File: src/rtl/poly_voice_synth.sv
// poly_voice_synth: polyphonic square-wave synthesiser.
// Maps a bank of NUM_KEYS keys onto NUM_VOICES voices. Each voice has its own
// half-period divider. The voices are summed into a registered mix count and a
// first-order sigma-delta PDM bit.
// Optional feature macro: VOICE_STEAL_EN. When it is defined, a new key press
// with no free voice evicts the voice at a round-robin pointer. Evicted keys
// are then masked as dropped until they are released.
module poly_voice_synth #(
  parameter int NUM_KEYS   = 12,
  parameter int NUM_VOICES = 4,
  parameter int DIV_WIDTH  = 16
) (
  input  logic                              clk,
  input  logic                              rst,
  input  logic                              ena,
  input  logic [NUM_KEYS-1:0]               keys,
  input  logic [2:0]                        octave,
  output logic [NUM_VOICES-1:0]             voice_active,
  output logic [NUM_VOICES-1:0]             voice_tone,
  output logic [$clog2(NUM_VOICES+1)-1:0]   mix,
  output logic                              pdm
);
  localparam int KW = $clog2(NUM_KEYS);
  localparam int VW = $clog2(NUM_VOICES);
  localparam int MW = $clog2(NUM_VOICES + 1);
  localparam int AW = VW + 1;

  logic [NUM_KEYS-1:0]  keys_q;
  logic [NUM_KEYS-1:0]  eff_keys;
  logic [NUM_KEYS-1:0]  held;
  logic [NUM_KEYS-1:0]  blocked;
  logic [KW-1:0]        key_idx [NUM_VOICES];
  logic [DIV_WIDTH-1:0] div_val [NUM_VOICES];
  logic [DIV_WIDTH-1:0] cnt     [NUM_VOICES];
  logic [NUM_VOICES-1:0] active;
  logic [NUM_VOICES-1:0] tone;
  logic [AW-1:0]        acc;
  logic [AW-1:0]        pdm_sum;
  logic [MW-1:0]        pop;
  logic                 cand_found;
  logic                 free_found;
  logic                 alloc_en;
  logic [KW-1:0]        cand_key;
  logic [VW-1:0]        free_v;
  logic [VW-1:0]        alloc_v;
  logic [DIV_WIDTH-1:0] alloc_div;
  int                   key_i;
  int                   oct_i;
`ifdef VOICE_STEAL_EN
  logic [NUM_KEYS-1:0]  dropped;
  logic [NUM_KEYS-1:0]  dropped_n;
  logic [VW-1:0]        sp;
`endif

  // Half-period of each note at octave 0 (about C4) for a 10 MHz clock.
  function automatic logic [15:0] base_half_period(input int note);
    case (note)
      0:       return 16'd19111;
      1:       return 16'd18039;
      2:       return 16'd17026;
      3:       return 16'd16071;
      4:       return 16'd15169;
      5:       return 16'd14317;
      6:       return 16'd13514;
      7:       return 16'd12755;
      8:       return 16'd12039;
      9:       return 16'd11364;
      10:      return 16'd10726;
      default: return 16'd10124;
    endcase
  endfunction

  // Pick the candidate key and the target voice, and work out the divisor for the new note.
  always_comb begin
    eff_keys = ena ? keys_q : '0;
    held = '0;
    for (int v = 0; v < NUM_VOICES; v++) begin
      if (active[v]) held[key_idx[v]] = 1'b1;
    end
    blocked = held;
`ifdef VOICE_STEAL_EN
    blocked = held | dropped;
`endif
    // The loop runs downwards so that the lowest index wins.
    cand_found = 1'b0;
    cand_key   = '0;
    for (int k = NUM_KEYS - 1; k >= 0; k--) begin
      if (eff_keys[k] && !blocked[k]) begin
        cand_found = 1'b1;
        cand_key   = KW'(k);
      end
    end
    // A voice freed on this edge still counts as busy here.
    free_found = 1'b0;
    free_v     = '0;
    for (int v = NUM_VOICES - 1; v >= 0; v--) begin
      if (!active[v]) begin
        free_found = 1'b1;
        free_v     = VW'(v);
      end
    end
    alloc_en = cand_found && free_found;
    alloc_v  = free_v;
`ifdef VOICE_STEAL_EN
    dropped_n = dropped & eff_keys;
    if (cand_found && !free_found) begin
      alloc_en = 1'b1;
      alloc_v  = sp;
      dropped_n[key_idx[sp]] = eff_keys[key_idx[sp]];
    end
`endif
    key_i = int'(cand_key);
    oct_i = int'(octave) + key_i / 12;
    if (oct_i > 7) oct_i = 7;
    alloc_div = DIV_WIDTH'(base_half_period(key_i % 12) >> oct_i);
    pop = '0;
    for (int v = 0; v < NUM_VOICES; v++) begin
      if (active[v] && tone[v]) pop = pop + MW'(1);
    end
    pdm_sum = acc + AW'(mix);
  end

  // Register the key levels, the mix, the PDM state and every voice.
  always_ff @(posedge clk) begin
    if (rst) begin
      keys_q <= '0;
      active <= '0;
      tone   <= '0;
      mix    <= '0;
      acc    <= '0;
      pdm    <= 1'b0;
      for (int v = 0; v < NUM_VOICES; v++) begin
        key_idx[v] <= '0;
        div_val[v] <= '0;
        cnt[v]     <= '0;
      end
    end else begin
      keys_q <= keys;
      mix    <= pop;
      if (!ena) begin
        acc <= '0;
        pdm <= 1'b0;
      end else if (pdm_sum >= AW'(NUM_VOICES)) begin
        acc <= pdm_sum - AW'(NUM_VOICES);
        pdm <= 1'b1;
      end else begin
        acc <= pdm_sum;
        pdm <= 1'b0;
      end
      for (int v = 0; v < NUM_VOICES; v++) begin
        if (alloc_en && alloc_v == VW'(v)) begin
          active[v]  <= 1'b1;
          key_idx[v] <= cand_key;
          div_val[v] <= alloc_div;
          cnt[v]     <= '0;
          tone[v]    <= 1'b0;
        end else if (active[v] && !eff_keys[key_idx[v]]) begin
          active[v] <= 1'b0;
          tone[v]   <= 1'b0;
          cnt[v]    <= '0;
        end else if (active[v]) begin
          if (cnt[v] == div_val[v] - DIV_WIDTH'(1)) begin
            cnt[v]  <= '0;
            tone[v] <= ~tone[v];
          end else begin
            cnt[v] <= cnt[v] + DIV_WIDTH'(1);
          end
        end
      end
    end
  end

`ifdef VOICE_STEAL_EN
  // Track the dropped-key mask and advance the steal pointer on each eviction.
  always_ff @(posedge clk) begin
    if (rst) begin
      dropped <= '0;
      sp      <= '0;
    end else begin
      dropped <= dropped_n;
      if (cand_found && !free_found) begin
        sp <= (sp == VW'(NUM_VOICES - 1)) ? '0 : sp + VW'(1);
      end
    end
  end
`endif

  assign voice_active = active;
  assign voice_tone   = tone;

endmodule
File: config.mk
export PLATFORM = sky130hd
export DESIGN_NAME = poly_voice_synth
export DESIGN_NICKNAME = d
export VERILOG_FILES = /design/src/rtl/poly_voice_synth.sv
export SDC_FILE = /design/constraint.sdc
export NUM_CORES = 1
export LEC_CHECK = 0
export BUFFER_PORTS_ARGS = -buffer_cell sky130_fd_sc_hd__buf_2
export CAP_MARGIN = 10
export CORE_MARGIN = 5
export CORE_UTILIZATION = 50
export CTS_CLUSTER_SIZE = 28
export DETAILED_ROUTE_END_ITERATION = 16
export PLACE_DENSITY = 0.74
export SYNTH_ARGS = -nofsm -noshare
export SYNTH_HDL_FRONTEND = slang
export SYNTH_SLANG_ARGS = --single-unit
File: constraint.sdc
create_clock -name clk -period 10.7 [get_ports clk]
set_clock_uncertainty 0.2 [all_clocks]
set_input_delay 2.14 -clock clk [delete_from_list [all_inputs] [get_ports clk]]
set_output_delay 2.14 -clock clk [all_outputs]
set_load 0.1 [all_outputs]
==> out/results.ini, run 1 <==
[route]
viasPerCell=6.14
first_pass_iters=6
ant_nets=0
drc_errors=0
wl_um=28700
drt_iter0_markers=1031
vias=9508
wl_per_cell_um=18.5

[place]
pre_cts_slack_ns=3.23
port_buffers=29
place.gp.congestion=0.908
hpwl_um=20900

[timing]
setup_viol_count_final=0
min_period_ns=6.89
whs_ns=0.305
relSlewSlack_pct=33.2
fin_ws_ns=3.81
final_hold_viol_count=0
finalSetupTns_ns=0
grt_setup_unrepaired=no
worstMarginPinSlew_ns=1.00
period_share_pct=64.4
fmax_mhz=145
drv_slew=0

[finish]
antenna_cells=0
drive_gt1_share_pct=8.23
fill_cells=2021
final_nets=1294
area_growth_pct=7.56
fin_util_pct=54.6

[clocking]
post_cts_buffers=0
postCtsResizedCells=0
htreeDepth=4
clk_pin_slew_ns=0.07
ctsLongestPathBuffers=2
cts_tree=built
clkLatencyLatePin_ns=0.44
clock-sinks=167
cts-hold-fix-buffers=0
numCtsBuffers=17
cts_root_buf=clkbuf_16

[worst_setup_path]
cp.arrival_ns=6.84
cp_max_fo=17
critical_path_required_ns=10.65
endpoint_kind=flip-flop
start_kind=input pin
crit_type=input pin to flip-flop

[synthesis]
synth_simple_gate_area_share_pct=26.4
synth.area.top_cells=edfxtp_1 (37%), nor2_1 (6.9%), xor2_1 (5.2%)
yosysSeqAreaShare_pct=41.4
synth_top_family_by_area=simple AND/OR/NAND/NOR gates
syn-mean-instance-area_um2=9.06
synth_compound_area_share_pct=11.7
synth_top_area_cell=edfxtp_1
ys_async_sr_fraction_pct=0
synth_area_um2=11500
yosysWarningCount=0
synth_top_flop_cell=edfxtp_1
synth_fa_ha_area_share_pct=2.80
synth_fp_nets=1308
synth-xor-area-share_pct=10.2
yosys.area.top_type_share_pct=36.7
synth_seq_cells=167
synth_cells=1265
synth-edff-count=140
synth.area.mux_share_pct=3.58
yosysUniqueCellTypes=71

[global_route]
first_global_vias=8925
overflow=0
grt_use_total_pct=22.2
antenna_found_initial=0
grt_pass1_wl_um=46900
grt_max_degree=31

[die]
die_h_um=161
rows=55
initial_core_util_pct=50.8
core_area_um2=22600
die_area_um2=26000
io_pins=30
fp.dieW_um=161

[flow_run]
drv_cap=0

[run_status]
status=completed

[pwr]
p_per_area_nw_per_um2=156
p_leak_nw=4.33
ir_drop_mv=0.115

[hold_path]
hold_class=flip-flop to flip-flop

-- worst paths after layout --
check | startpoint | to | slack, ns | depth (start not counted)
worst min register to register | acc[2]$_SDFF_PP0_ | pdm$_SDFF_PP0_ | 0.30 | 2
worst max register to register | voice_active[1]$_SDFFE_PP0P_ | div_val[3][0]$_SDFFCE_PN0P_ | 4.62 | 15
worst min-delay path | acc[2]$_SDFF_PP0_ | pdm$_SDFF_PP0_ | 0.30 | 2
worst max-delay path | ena | div_val[3][0]$_SDFFCE_PN0P_ | 3.81 | 17
-- state kept, by name, indices dropped and copies added, names as in the netlist --
register	count
voice_active	4
pdm	1
div_val	60
acc	3
cnt	64
keys_q	12
mix	3
key_idx	16
voice_tone	4
-- worst max-delay path, stage by stage --
cell	delay (ns)
buf_2	0.21
nand2_1	0.16
o21bai_1	0.14
nor4_1	0.08
or4_1	0.61
nor2_1	0.13
nand2_1	0.15
inv_1	0.12
ha_1	0.49
ha_1	0.30
ha_1	0.31
a21oi_1	0.73
o32ai_1	0.21
a21oi_1	0.20
o311ai_0	0.13
a211oi_1	0.59
nor2_1	0.13
-- where the power goes --
| group | internal (mW) | switching (mW) |
|---|---|---|
| Combinational | 0.169 | 0.265 |
| Clock | 0.353 | 0.270 |
| Sequential | 0.773 | 0.0970 |
| Total | 1.30 | 0.633 |
-- cells in the mapped netlist, types with 14 or more instances --
cell type / count
a21oi_1: 42
and3_1: 17
clkbuf_1: 57
dfxtp_1: 27
edfxtp_1: 140
ha_1: 24
inv_1: 39
mux2i_1: 14
nand2_1: 85
nand2b_1: 33
nand3_1: 56
nand4_1: 14
nor2_1: 210
nor2b_1: 27
nor3_1: 42
nor4_1: 28
o21ai_0: 42
or3_1: 23
xnor2_1: 66
xor2_1: 68
-- metal layers --
layer,routed length (µm),up-vias,GRT usage [%]
met1,12900,4568,31.3
li1,-,4547,-
met3,1860,52,3.75
met5,0,-,0
met2,13400,341,35.1
met4,621,0,7.02
-- layout by cell type (no fill, tap or decap), types with 6 or more instances in the layout --
master	instances
nor2_1	210
edfxtp_1	140
nand2_1	85
xor2_1	68
xnor2_1	66
nand3_1	56
nor3_1	42
a21oi_1	42
o21ai_0	42
inv_1	39
nand2b_1	33
buf_2	29
nor4_1	28
nor2b_1	27
dfxtp_1	27
ha_1	24
or3_1	23
and3_1	17
clkbuf_16	17
mux2i_1	14
nand4_1	14
or4_1	12
or2_2	11
nand3b_1	11
mux4_2	11
a31oi_1	11
o22ai_1	9
o31ai_1	9
o32ai_1	8
nor4b_1	8
and2_1	8
nor3b_1	7
a211oi_1	7
a21o_1	7
o211ai_1	7
o21bai_1	6
o2111ai_1	6
buf_4	6
-- through the flow --
stage	instance area, µm²	cells	total power, mW
after floorplan	11500	1265	1.19
after global placement	11700	1516	1.30
after detailed placement	11700	1516	1.31
after CTS	12300	1548	1.92
after global routing	12300	1549	2.01
final	12300	1549	1.93
-- area by class of cell --
type	instances	area, µm²	area share (%)
clock buffers	19	443	3.59
clock inverters	13	149	1.21
inverters	40	150	1.22
multi-input cells	989	6280	51.0
flip-flops and latches	167	4740	38.5
well taps	285	357	2.89
repair buffers	36	198	1.60
-- logic make-up after synthesis --
kind of cell / Yosys count
AO/OA/AOI/OAI: 197
buffers and inverters: 109
multiplexers: 27
other: 1
AND/OR/NAND/NOR: 605
adder cells (fa/ha/maj): 25
flip-flops: 167
XOR/XNOR: 134
Power figures use the tool's default switching activity.
==> inputs of run 2 (changes only) <==
Settings changed: ABC_AREA set to 1, PLACE_DENSITY 0.74 to 0.77.
Clock period 10.7 ns to 5.9 ns, I/O delays scaled along.
==> run 2 against run 1 <==
Net effect:
- count of clock-buffer cells in the layout unchanged
- via count decreased by 1.0%
- synthesized cell count increased by 9.8%
- sequential power increased by 93%
- power increased by 98%
- global-route usage decreased by 0.94 points
- combinational power increased by 140%
- setup slack got worse by 2.8 ns
- critical path type unchanged
- largest power group unchanged
==> out/results.ini, run 2 <==
[run_status]
status=completed  ; unchanged

[route]
first_pass_iters=5  ; was 6
drt_iter0_markers=598  ; was 1,031
vias=9413  ; was 9,508
viasPerCell=5.51  ; was 6.14
wl_um=27300  ; was 28,700 µm
ant_nets=0  ; unchanged
drc_errors=0  ; unchanged
wl_per_cell_um=16.0  ; was 18.5 µm

[synthesis]
synth_top_family_by_area=simple AND/OR/NAND/NOR gates  ; unchanged
synth_seq_cells=167  ; unchanged
synth.area.top_cells=edfxtp_1 (38%), nor2_1 (8.1%), nand2_1 (8.0%)  ; was edfxtp_1 (37%), nor2_1 (6.9%), xor2_1 (5.2%)
synth_most_common_cell=nor2_1  ; unchanged
synth_top_flop_cell=edfxtp_1  ; unchanged
ys_top_cells_by_count=nor2_1 (238), nand2_1 (237), inv_1 (180)  ; was nor2_1 (210), edfxtp_1 (140), nand2_1 (85)
ys_async_sr_fraction_pct=0  ; unchanged
yosys.area.top_type_share_pct=38.0  ; was 36.7%
synth.area.mux_share_pct=0.0905  ; was 3.58%
synth_cells=1389  ; was 1,265
synth_simple_gate_area_share_pct=30.0  ; was 26.4%
syn-mean-instance-area_um2=7.97  ; was 9.06 µm²
synth_area_um2=11100  ; was 11,500 µm²
yosysUniqueCellTypes=62  ; was 71
yosysSeqAreaShare_pct=42.9  ; was 41.4%
synth_compound_area_share_pct=8.61  ; was 11.7%
synth_fp_nets=1432  ; was 1,308
synth-edff-count=140  ; unchanged
yosysWarningCount=0  ; unchanged
synth-xor-area-share_pct=7.64  ; was 10.2%
synth_top_area_cell=edfxtp_1  ; unchanged
synth_fa_ha_area_share_pct=2.89  ; was 2.80%

[pwr]
ir_drop_mv=0.251  ; was 0.115 mV
p_per_area_nw_per_um2=318  ; was 156 nW/µm²
internal-power_mw=2.45  ; was 1.30 mW
switchingPower_mw=1.38  ; was 0.633 mW
p_leak_nw=5.11  ; was 4.33 nW
p_sw_share_pct=36.0  ; was 32.8%
p_clk_share_pct=29.4  ; was 32.3%
pwr-share-comb_pct=26.8  ; was 22.5%
power_frac_seq_pct=43.8  ; was 45.1%

[timing]
fin_ws_ns=1.03  ; was 3.81 ns
min_period_ns=4.87
final_hold_viol_count=0  ; unchanged
drv_slew=0  ; unchanged
setup_viol_count_final=0  ; unchanged
fmax_mhz=206
period_share_pct=82.5
grt_setup_unrepaired=no  ; unchanged
worstMarginPinSlew_ns=0.893  ; was 1.00 ns
finalSetupTns_ns=0  ; unchanged
relSlewSlack_pct=40.3  ; was 33.2%

[clocking]
cts_tree=built  ; unchanged
ctsLongestPathBuffers=2  ; unchanged
cts_root_buf=clkbuf_16  ; unchanged
cts-hold-fix-buffers=0  ; unchanged
clk_pin_slew_ns=0.07  ; about the same
clock-sinks=167  ; unchanged
clkLatencyLatePin_ns=0.44  ; about the same
htreeDepth=4  ; unchanged
numCtsBuffers=17  ; unchanged
post_cts_buffers=0  ; unchanged
postCtsResizedCells=0  ; unchanged

[worst_setup_path]
rrSetupSlack_ns=1.17  ; was 4.62 ns
endpoint_kind=flip-flop  ; unchanged
reg2reg_depth=19  ; was 15
cp.arrival_ns=4.82  ; was 6.84 ns
critical_path_required_ns=5.85  ; was 10.65 ns
slowest_delay_ns=0.52  ; was 0.73 ns
crit_slowest_cell=o211ai_1  ; was a21oi_1
r2r_start=voice_active[1]$_SDFFE_PP0P_  ; unchanged
path_buf_inv=4  ; was 2
start_kind=input pin  ; unchanged
r2r_end=div_val[0][1]$_SDFFCE_PN0P_  ; was div_val[3][0]$_SDFFCE_PN0P_
cp_max_fo=15  ; was 17
path_delay_family=simple AND/OR/NAND/NOR gates  ; was compound AO/OA/AOI/OAI gates
crit_type=input pin to flip-flop  ; unchanged
path_cells=buf_2 -> nand2_1 -> nor4_1 -> nor2_1 -> nand2_1 -> nor3_1 -> buf_4 -> ha_1 -> ha_1 -> ha_1 -> inv_1 -> nand2_1 -> inv_1 -> o211ai_1 -> a21oi_1  ; was buf_2 -> nand2_1 -> o21bai_1 -> nor4_1 -> or4_1 -> nor2_1 -> nand2_1 -> inv_1 -> ha_1 -> ha_1 -> ha_1 -> a21oi_1 -> o32ai_1 -> a21oi_1 -> o311ai_0 -> a211oi_1 -> nor2_1

[finish]
fin_util_pct=55.1  ; was 54.6%
final_nets=1457  ; was 1,294
largest_register_ffs=64  ; unchanged
antenna_cells=0  ; unchanged
top_register=cnt  ; unchanged
most-common-layout-cells=nor2_1 (238), nand2_1 (237), inv_1 (180)  ; was nor2_1 (210), edfxtp_1 (140), nand2_1 (85)
final_cells=1707  ; was 1,549
largestRegisters=cnt x64, div_val x60, key_idx x16  ; unchanged
area_growth_pct=8.72  ; was 7.56%
drive_gt1_share_pct=10.2  ; was 8.23%
final_common_cell=nor2_1  ; unchanged

[hold_path]
hold_class=flip-flop to flip-flop  ; unchanged
hold_start=voice_tone[0]$_SDFFE_PP0P_  ; was acc[2]$_SDFF_PP0_
hold_depth=2  ; unchanged
whs_endpoint=voice_tone[0]$_SDFFE_PP0P_  ; was pdm$_SDFF_PP0_

[place]
port_buffers=29  ; unchanged
hpwl_um=20700  ; was 20,900 µm
dp_cells=1675  ; was 1,516
pre_cts_slack_ns=0.690  ; was 3.23 ns
place.gp.congestion=0.963  ; was 0.908

[global_route]
first_global_vias=9010  ; was 8,925
grt_use_total_pct=21.2  ; was 22.2%
grt_pass1_wl_um=44300  ; was 46,900 µm
antenna_found_initial=0  ; unchanged
grt_max_degree=21  ; was 31
overflow=0  ; unchanged

[die]
io_pins=30  ; unchanged
fp.dieW_um=159  ; was 161 µm
core_area_um2=21800  ; was 22,600 µm²
die_area_um2=25200  ; was 26,000 µm²
initial_core_util_pct=50.7  ; was 50.8%
die_h_um=159  ; was 161 µm
rows=54  ; was 55

[flow_run]
drv_cap=0  ; unchanged

[run 2: cell types whose count changed after synthesis, moves of 27 or more]
cell / previous run / this run
nor2b_1: 27 / 0
xnor2_1: 66 / 28
inv_1: 39 / 180
nand2_1: 85 / 237
clkbuf_1: 57 / 12
nand2b_1: 33 / 0
nor2_1: 210 / 238
nand3_1: 56 / 102
[run 2: how the worst max path moves through the flow]
stage	from	to	slack, ns	cells past startpoint
2_1_floorplan	voice_active[2]$_SDFFE_PP0P_	div_val[0][1]$_SDFFCE_PN0P_	1.42	19
3_3_place_gp	ena	div_val[0][0]$_SDFFCE_PN0P_	0.69	15
3_5_place_dp	ena	div_val[0][0]$_SDFFCE_PN0P_	0.69	15
4_1_cts	ena	div_val[0][0]$_SDFFCE_PN0P_	1.11	15
5_1_grt	ena	div_val[3][13]$_SDFFCE_PN0P_	0.78	19
6_report	ena	div_val[0][0]$_SDFFCE_PN0P_	1.03	15
[run 2: cell families (layout without fill, tap and decap cells)]
kind of cell / Yosys count / after routing
mux: 1 / 1
flops: 167 / 167
other cells: 1 / 1
compound gates: 158 / 158
simple gates: 719 / 719
fa+ha+maj: 25 / 25
buf+inv: 223 / 261
xor+xnor: 95 / 95
[run 2: power by group through the flow]
stage,clock (mW),sequential [mW],combinational (mW)
finish,1.12,1.68,1.02
global route,1.18,1.70,1.15
CTS,1.13,1.67,1.02
detailed placement,0,1.69,1.01
global placement,0,1.69,0.995
floorplan,0,1.66,0.772
[run 2: layout make-up]
type	instances	area, µm²
clock buffer	19	433
clock inverter	13	149
fill	2021	9790
inverter	198	743
multi-input combinational	999	5450
sequential	167	4740
tap	280	350
timing repair buffer	31	160
[run 2: routing by layer]
layer  vias up  GRT usage [%]  routed length [µm]
met5         -              0                   0
met4         0           7.90                 971
met3        71           4.10                1420
met2       308           36.2               13100
met1      4382           26.9               11800
li1       4652              -                   -
[run 2: stage by stage]
step | hold WS, ns | instance area (µm²) | total power, mW
CTS | 0.335 | 12000 | 3.82
floorplan | 0.333 | 11100 | 2.43
finish | 0.344 | 12000 | 3.82
global placement | 0.309 | 11400 | 2.69
global route | 0.407 | 12000 | 4.02
detailed placement | 0.319 | 11400 | 2.70
[run 2: worst reg2reg max path, cell delays in order, from the launching register on]
cell and delay (ns):
dfxtp_1 0.68, inv_1 0.30, o221ai_1 0.31, a31oi_1 0.07
and2_4 0.18, a21oi_4 0.17, nand2_1 0.09, nor3_1 0.15
buf_4 0.18, ha_1 0.27, ha_1 0.21, nand2_1 0.06
inv_1 0.06, nand2_1 0.06, nand2_1 0.32, inv_1 0.29
o21ai_0 0.41, o21ai_0 0.14, nand2_1 0.19, a21oi_1 0.12
